File: config.mk
export PLATFORM = sky130hd
export DESIGN_NAME = gpio_in_debounce
export DESIGN_NICKNAME = d
export VERILOG_FILES = /design/src/rtl/gpio_in_debounce.sv
export SDC_FILE = /design/constraint.sdc
export NUM_CORES = 1
export LEC_CHECK = 0
export BUFFER_PORTS_ARGS = -buffer_cell sky130_fd_sc_hd__buf_4
export CAP_MARGIN = 5
export CORE_MARGIN = 3
export CORE_UTILIZATION = 36
export DETAILED_ROUTE_END_ITERATION = 6
export PLACE_DENSITY = 0.62
export SYNTH_ARGS = -nofsm -noshare
export SYNTH_HDL_FRONTEND = slang
export SYNTH_SLANG_ARGS = --single-unit
File: constraint.sdc
create_clock -name clk -period 1.27 [get_ports clk]
set_input_delay 0.1905 -clock clk [delete_from_list [all_inputs] [get_ports clk]]
set_output_delay 0.1905 -clock clk [all_outputs]
set_load 0.1 [all_outputs]
File: src/rtl/gpio_in_debounce.sv
// gpio_in_debounce: per-channel synchronizer and debouncer for asynchronous
// GPIO pad inputs, with registered edge pulses, sticky edge-event flags and
// a single combined interrupt line.
module gpio_in_debounce #(
    parameter int NUM_IN          = 4,
    parameter int SYNC_STAGES     = 2,
    parameter int DEBOUNCE_CYCLES = 8
) (
    input  logic              clk,
    input  logic              rst,
    input  logic [NUM_IN-1:0] pin_i,
    input  logic [NUM_IN-1:0] evt_clr_i,
    input  logic [NUM_IN-1:0] irq_en_i,
    output logic [NUM_IN-1:0] level_o,
    output logic [NUM_IN-1:0] rise_o,
    output logic [NUM_IN-1:0] fall_o,
    output logic [NUM_IN-1:0] evt_o,
    output logic              irq_o
);

    // The counter only ever reaches DEBOUNCE_CYCLES-1, so it never wraps.
    localparam int CNT_W = $clog2(DEBOUNCE_CYCLES + 1);
    localparam logic [CNT_W-1:0] CNT_LAST = CNT_W'(DEBOUNCE_CYCLES - 1);

    typedef enum logic {
        STABLE   = 1'b0,
        COUNTING = 1'b1
    } state_t;

    logic [NUM_IN-1:0] sync_q [SYNC_STAGES];
    logic [NUM_IN-1:0] sync_last;

    state_t            state_q [NUM_IN];
    state_t            state_d [NUM_IN];
    logic [CNT_W-1:0]  cnt_q   [NUM_IN];
    logic [CNT_W-1:0]  cnt_d   [NUM_IN];

    logic [NUM_IN-1:0] level_d;
    logic [NUM_IN-1:0] rise_d;
    logic [NUM_IN-1:0] fall_d;
    logic [NUM_IN-1:0] evt_d;
    logic              irq_d;

    assign sync_last = sync_q[SYNC_STAGES-1];

    // Synchronizer chain: pad levels walk through SYNC_STAGES flops before use.
    always_ff @(posedge clk) begin
        if (rst) begin
            for (int s = 0; s < SYNC_STAGES; s++) begin
                sync_q[s] <= '0;
            end
        end else begin
            sync_q[0] <= pin_i;
            for (int s = 1; s < SYNC_STAGES; s++) begin
                sync_q[s] <= sync_q[s-1];
            end
        end
    end

    // Debounce FSM next state, counter, level and edge pulses for every channel;
    // the edge that would complete the count toggles the level instead.
    always_comb begin
        level_d = level_o;
        rise_d  = '0;
        fall_d  = '0;
        for (int n = 0; n < NUM_IN; n++) begin
            state_d[n] = state_q[n];
            cnt_d[n]   = cnt_q[n];
            unique case (state_q[n])
                STABLE: begin
                    cnt_d[n] = '0;
                    if (sync_last[n] != level_o[n]) begin
                        if (cnt_q[n] == CNT_LAST) begin
                            level_d[n] = ~level_o[n];
                            rise_d[n]  = ~level_o[n];
                            fall_d[n]  = level_o[n];
                        end else begin
                            cnt_d[n]   = CNT_W'(1);
                            state_d[n] = COUNTING;
                        end
                    end
                end
                COUNTING: begin
                    if (sync_last[n] == level_o[n]) begin
                        cnt_d[n]   = '0;
                        state_d[n] = STABLE;
                    end else if (cnt_q[n] == CNT_LAST) begin
                        level_d[n] = ~level_o[n];
                        rise_d[n]  = ~level_o[n];
                        fall_d[n]  = level_o[n];
                        cnt_d[n]   = '0;
                        state_d[n] = STABLE;
                    end else begin
                        cnt_d[n] = cnt_q[n] + CNT_W'(1);
                    end
                end
                default: begin
                    cnt_d[n]   = '0;
                    state_d[n] = STABLE;
                end
            endcase
        end
    end

    // Sticky event flags (a new edge beats a simultaneous clear) and the irq term.
    always_comb begin
        evt_d = rise_o | fall_o | (evt_o & ~evt_clr_i);
        irq_d = |(evt_o & irq_en_i);
    end

    // State, counters and all outputs are registered here.
    always_ff @(posedge clk) begin
        if (rst) begin
            for (int n = 0; n < NUM_IN; n++) begin
                state_q[n] <= STABLE;
                cnt_q[n]   <= '0;
            end
            level_o <= '0;
            rise_o  <= '0;
            fall_o  <= '0;
            evt_o   <= '0;
            irq_o   <= 1'b0;
        end else begin
            for (int n = 0; n < NUM_IN; n++) begin
                state_q[n] <= state_d[n];
                cnt_q[n]   <= cnt_d[n];
            end
            level_o <= level_d;
            rise_o  <= rise_d;
            fall_o  <= fall_d;
            evt_o   <= evt_d;
            irq_o   <= irq_d;
        end
    end

endmodule

* Yosys cells after proc, flatten, opt, wreduce, memory -nomap -nowiden
Memories as Yosys holds them, arrays and structs flattened.
Cells that the tools add are included.
** Operators by class
- Muxes and demuxes :: 97
- Multipliers :: 0
- Bitwise gates (word level) :: 23
- Reduce and logical (&&, ||, !) cells :: 5
- Magnitude comparators :: 0
- Equality and inequality tests :: 20
- Divide/modulo/power cells :: 0
- Shift operators :: 0
- Add/sub/neg operators :: 4
** Operators with widths (count)
- $mux W1 :: 63
- $mux W4 :: 14
- $pmux W1 S2 :: 16
- $pmux W4 S2 :: 4
- $add A4 B1 Y4 const B :: 4
- $eq A4 B3 Y1 const B :: 4
- $ne A2 B2 Y1 const B :: 8
- $or A1 B1 Y1 :: 10
- $and A4 B4 Y4 :: 2
- $not A1 Y1 :: 8
- $or A4 B4 Y4 :: 2
- $reduce_and A2 Y1 :: 4
- $eq A1 B1 Y1 :: 4
- $ne A1 B1 Y1 :: 4
- $not A4 Y4 :: 1
- $reduce_or A4 Y1 :: 1
** Storage, ports and cells
- Word-level logic and storage cells :: 160
- Bits of input ports :: 14
- Memories :: 3
- Flip-flop bits (word level) :: 17
- Memory bits (writable) :: 28
- Bits in read-only memories :: 0
- Latch bits :: 0
** Memory list
- cnt_q :: words 4, width 4, read ports 4, clocked after Yosys merged registers in 0, write ports 4, RTL line 35 : logic [CNT_W-1:0] cnt_q [NUM_IN];
- sync_q :: words 2, width 4, read ports 2, clocked after Yosys merged registers in 0, write ports 2, RTL line 30 : logic [NUM_IN-1:0] sync_q [SYNC_STAGES];
- state_q :: words 4, width 1, read ports 4, clocked after Yosys merged registers in 0, write ports 4, RTL line 33 : state_t state_q [NUM_IN];

* Logic depth before layout (Yosys ltp)
An unclocked memory read counts as a cell.
- Depth after elaboration :: 6
- Gate-level depth with buffers :: 4

* Worst setup path before layout
OpenSTA, ideal clock, no wires.
- Path type :: reg-to-reg
- Start :: register level_o[2]
- End :: memory cnt_q[2][1] (netlist bit)
- Path buffers :: 0
- Setup slack :: -0.357 ns
- Arrival :: 1.512 ns
- Stages on the path, launching flop included :: 4
- Required time :: 1.154 ns
- Library setup time :: 0.116 ns
- Cell sequence :: dfxtp_1 xor2_1 and3b_4 and3_1
** RTL lines
- start: declaration :: RTL line 14 : output logic [NUM_IN-1:0] level_o,
- start signal: assignment :: RTL line 128 : level_o <= level_d;
- end: declaration :: RTL line 35

==> impl_metrics.py <==
metrics = {
    "run_status": {
        "status": "completed",
    },
    "pwr": {
        "ir_drop_mv": 0.6386,
        "p_total_mw": 2.353,
        "leakage_nw": 0.9012,
        "power_density_nw_per_um2": 1192,
    },
    "clocking": {
        "clock_latency_ns": 0.29,
        "htree_levels": 2,
        "clock_path_buffers": 2,
        "hold_buffers": 0,
        "cts_setup_buffers": 0,
        "cts.sinks": 45,
        "root_buffer": "clkbuf_8",
        "clk_pin_slew_ns": 0.08,
        "cts_tree": "done",
        "cts_made_buffers": 5,
    },
    "sta": {
        "worst_slew_pin_slew_ns": 0.2845,
        "fin_ws_ns": 0.05206,
        "relSlewSlack_pct": 81.04,
        "tns_ns": 0,
        "setup_viol": 0,
        "min_period_over_period_pct": 95.90,
        "period_minus_slack_ns": 1.218,
        "holdWs_ns": 0.1063,
        "skew_ns": 0.007163,
        "rsz0062_at_grt": "no",
        "timing.fmax_mhz": 821.1,
        "hold_viol_final": 0,
        "drv_slew": 0,
    },
    "routing": {
        "drt_iter0_drc": 43,
        "routed_via_density": 4.749,
        "totalWireLength_um": 2808,
        "antenna_left": 0,
        "dr.pass1.iters": 4,
        "wl_per_cell_um": 12.59,
        "drc": 0,
        "vias": 1059,
    },
    "synthesis": {
        "yosys_warnings": 0,
        "synthCells": 137,
        "ys_types": 24,
        "ys_seq_elements": 45,
        "avgSynthCellArea_um2": 11.54,
        "yosys.area.top_type_share_pct": 56.96,
        "synth_seq_area_share_pct": 56.96,
        "synth_area_leaders": "dfxtp_1, xor2_1, nor2_1",
        "dominantRegCellSynth": "dfxtp_1",
        "syn_nets": 155,
        "yosysTopAreaCell": "dfxtp_1",
        "synth_common_cells": "dfxtp_1, nor2_1, nor2b_1, xor2_1",
        "synth_edf_count": 0,
        "synth_area_um2": 1582,
        "synth.most_common_cell": "dfxtp_1",
        "synthArstFlopShare_pct": 0,
    },
    "die": {
        "die_height_um": 72.28,
        "io-pin-count": 31,
        "die_x_um": 72.28,
        "die-area_um2": 5224,
        "rows": 23,
        "start_util_pct": 38.43,
        "core_area_um2": 4115,
    },
    "global_route": {
        "grt_usage_pct": 11.75,
        "grt_pass1_vias": 1078,
        "grt-ovfl-total": 0,
        "grt_max_degree": 28,
        "antenna_found_initial": 0,
        "grt_pass1_wl_um": 4726,
    },
    "critical_path": {
        "cp_data_required_time_ns": 1.46,
        "arrival_ns": 1.41,
        "start_kind": "register",
        "crit_fanout": 5,
        "path_class": "register to register",
        "critPathCaptureType": "register",
    },
    "layout": {
        "fillerInstances": 384,
        "seqCellArea_um2": 914.6,
        "fin_util_pct": 47.95,
        "areaGrowthSynthToFinish_pct": 24.76,
        "fin_nets": 190,
        "drive_above_1_share_pct": 34.10,
        "diodes": 0,
        "multi_input_comb_area_um2": 671.9,
    },
    "placed_design": {
        "hpwl_um": 2070,
        "gp_congestion": 0.6780,
        "place_ws_ns": 0.03244,
        "port_buffers": 30,
    },
    "job": {
        "cap_violations": 0,
    },
    "hold_path": {
        "hold_path.class": "input port to register",
    },
}
## flip-flops by register name, indices dropped and copies added, names as in the netlist
name	cells
cnt_q	16
sync_q	8
evt_o	4
fall_o	4
level_o	4
rise_o	4
state_q	4
irq_o	1
## final timing paths
kind                            slack, ns            to  depth (start not counted)          from
worst min register to register       0.44  sync_q[0][4]                          1  sync_q[0][0]
worst max register to register       0.05   cnt_q[3][1]                          4   cnt_q[3][0]
worst max-delay path                 0.05   cnt_q[3][1]                          4   cnt_q[3][0]
worst min-delay path                 0.11  sync_q[0][3]                          2      pin_i[3]
## repair_timing
action / CTS / global route
endpoints found under the setup margin: 0 / 9
gates resized for setup: 0 / 5
endpoints found under the hold margin: 0 / 0
## area by class of cell
| class | count | share of cell area (%) |
|---|---|---|
| repair buffers | 31 | 11.79 |
| well taps | 50 | 3.171 |
| clock buffers | 7 | 3.868 |
| clock inverters | 1 | 0.3805 |
| inverters | 2 | 0.3805 |
| flip-flops and latches | 45 | 46.35 |
| multi-input cells | 87 | 34.05 |
## per-stage QoR
step / area (um^2) / instances
final: 1973 / 223
after global routing: 1973 / 223
after CTS: 1958 / 223
after detailed placement: 1874 / 215
after global placement: 1874 / 215
after floorplan: 1594 / 137
## critical path, stage by stage, from the launching register on
cell and delay [ns]:
dfxtp_1 0.39, ha_2 0.24, nand3b_4 0.11, and3b_4 0.21, and3_1 0.17
## placed cells by master (no fill, tap or decap), drive strengths merged
cell,netlist,layout
ha,4,4
clkinvlp,0,1
and3b,2,2
a22oi,2,2
and3,6,6
buf,3,31
dfxtp,45,45
clkbuf,0,7
nor4b,8,8
inv,2,2
mux2i,4,4
nor2,16,16
a211oi,2,2
xor2,8,8
nand2b,4,4
a21boi,2,2
xnor2,4,4
nor2b,8,8
nand3,4,4
nand4b,2,2
nand2,2,2
a21oi,5,5
nand3b,4,4
## power by group
part	internal, mW	leakage (nW)	switching (mW)
sequential	1.43	0.370	0.0143
combinational	0.0472	0.493	0.0303
clock	0.389	0.0385	0.446
## layer usage
| layer | vias up | GRT usage (%) | part of all wire (%) |
|---|---|---|---|
| met5 | - | 0 | 0 |
| li1 | 537 | - | - |
| met1 | 491 | 12.87 | 43 |
| met2 | 26 | 20.32 | 50 |
| met4 | 0 | 4.384 | 1.9 |
| met3 | 5 | 4.709 | 5.1 |
## cells by family after synthesis
| kind of cell | count (synthesis) | share of synthesized area, % |
|---|---|---|
| AND/OR/NAND/NOR | 56 | 24.05 |
| flip-flops | 45 | 56.96 |
| AO/OA/AOI/OAI | 11 | 5.221 |
| XOR/XNOR | 12 | 6.646 |
| buffers and inverters | 5 | 1.424 |
| multiplexers | 4 | 2.532 |
| adder cells (fa/ha/maj) | 4 | 3.165 |
No activity file was read; power rests on OpenSTA's default activity.
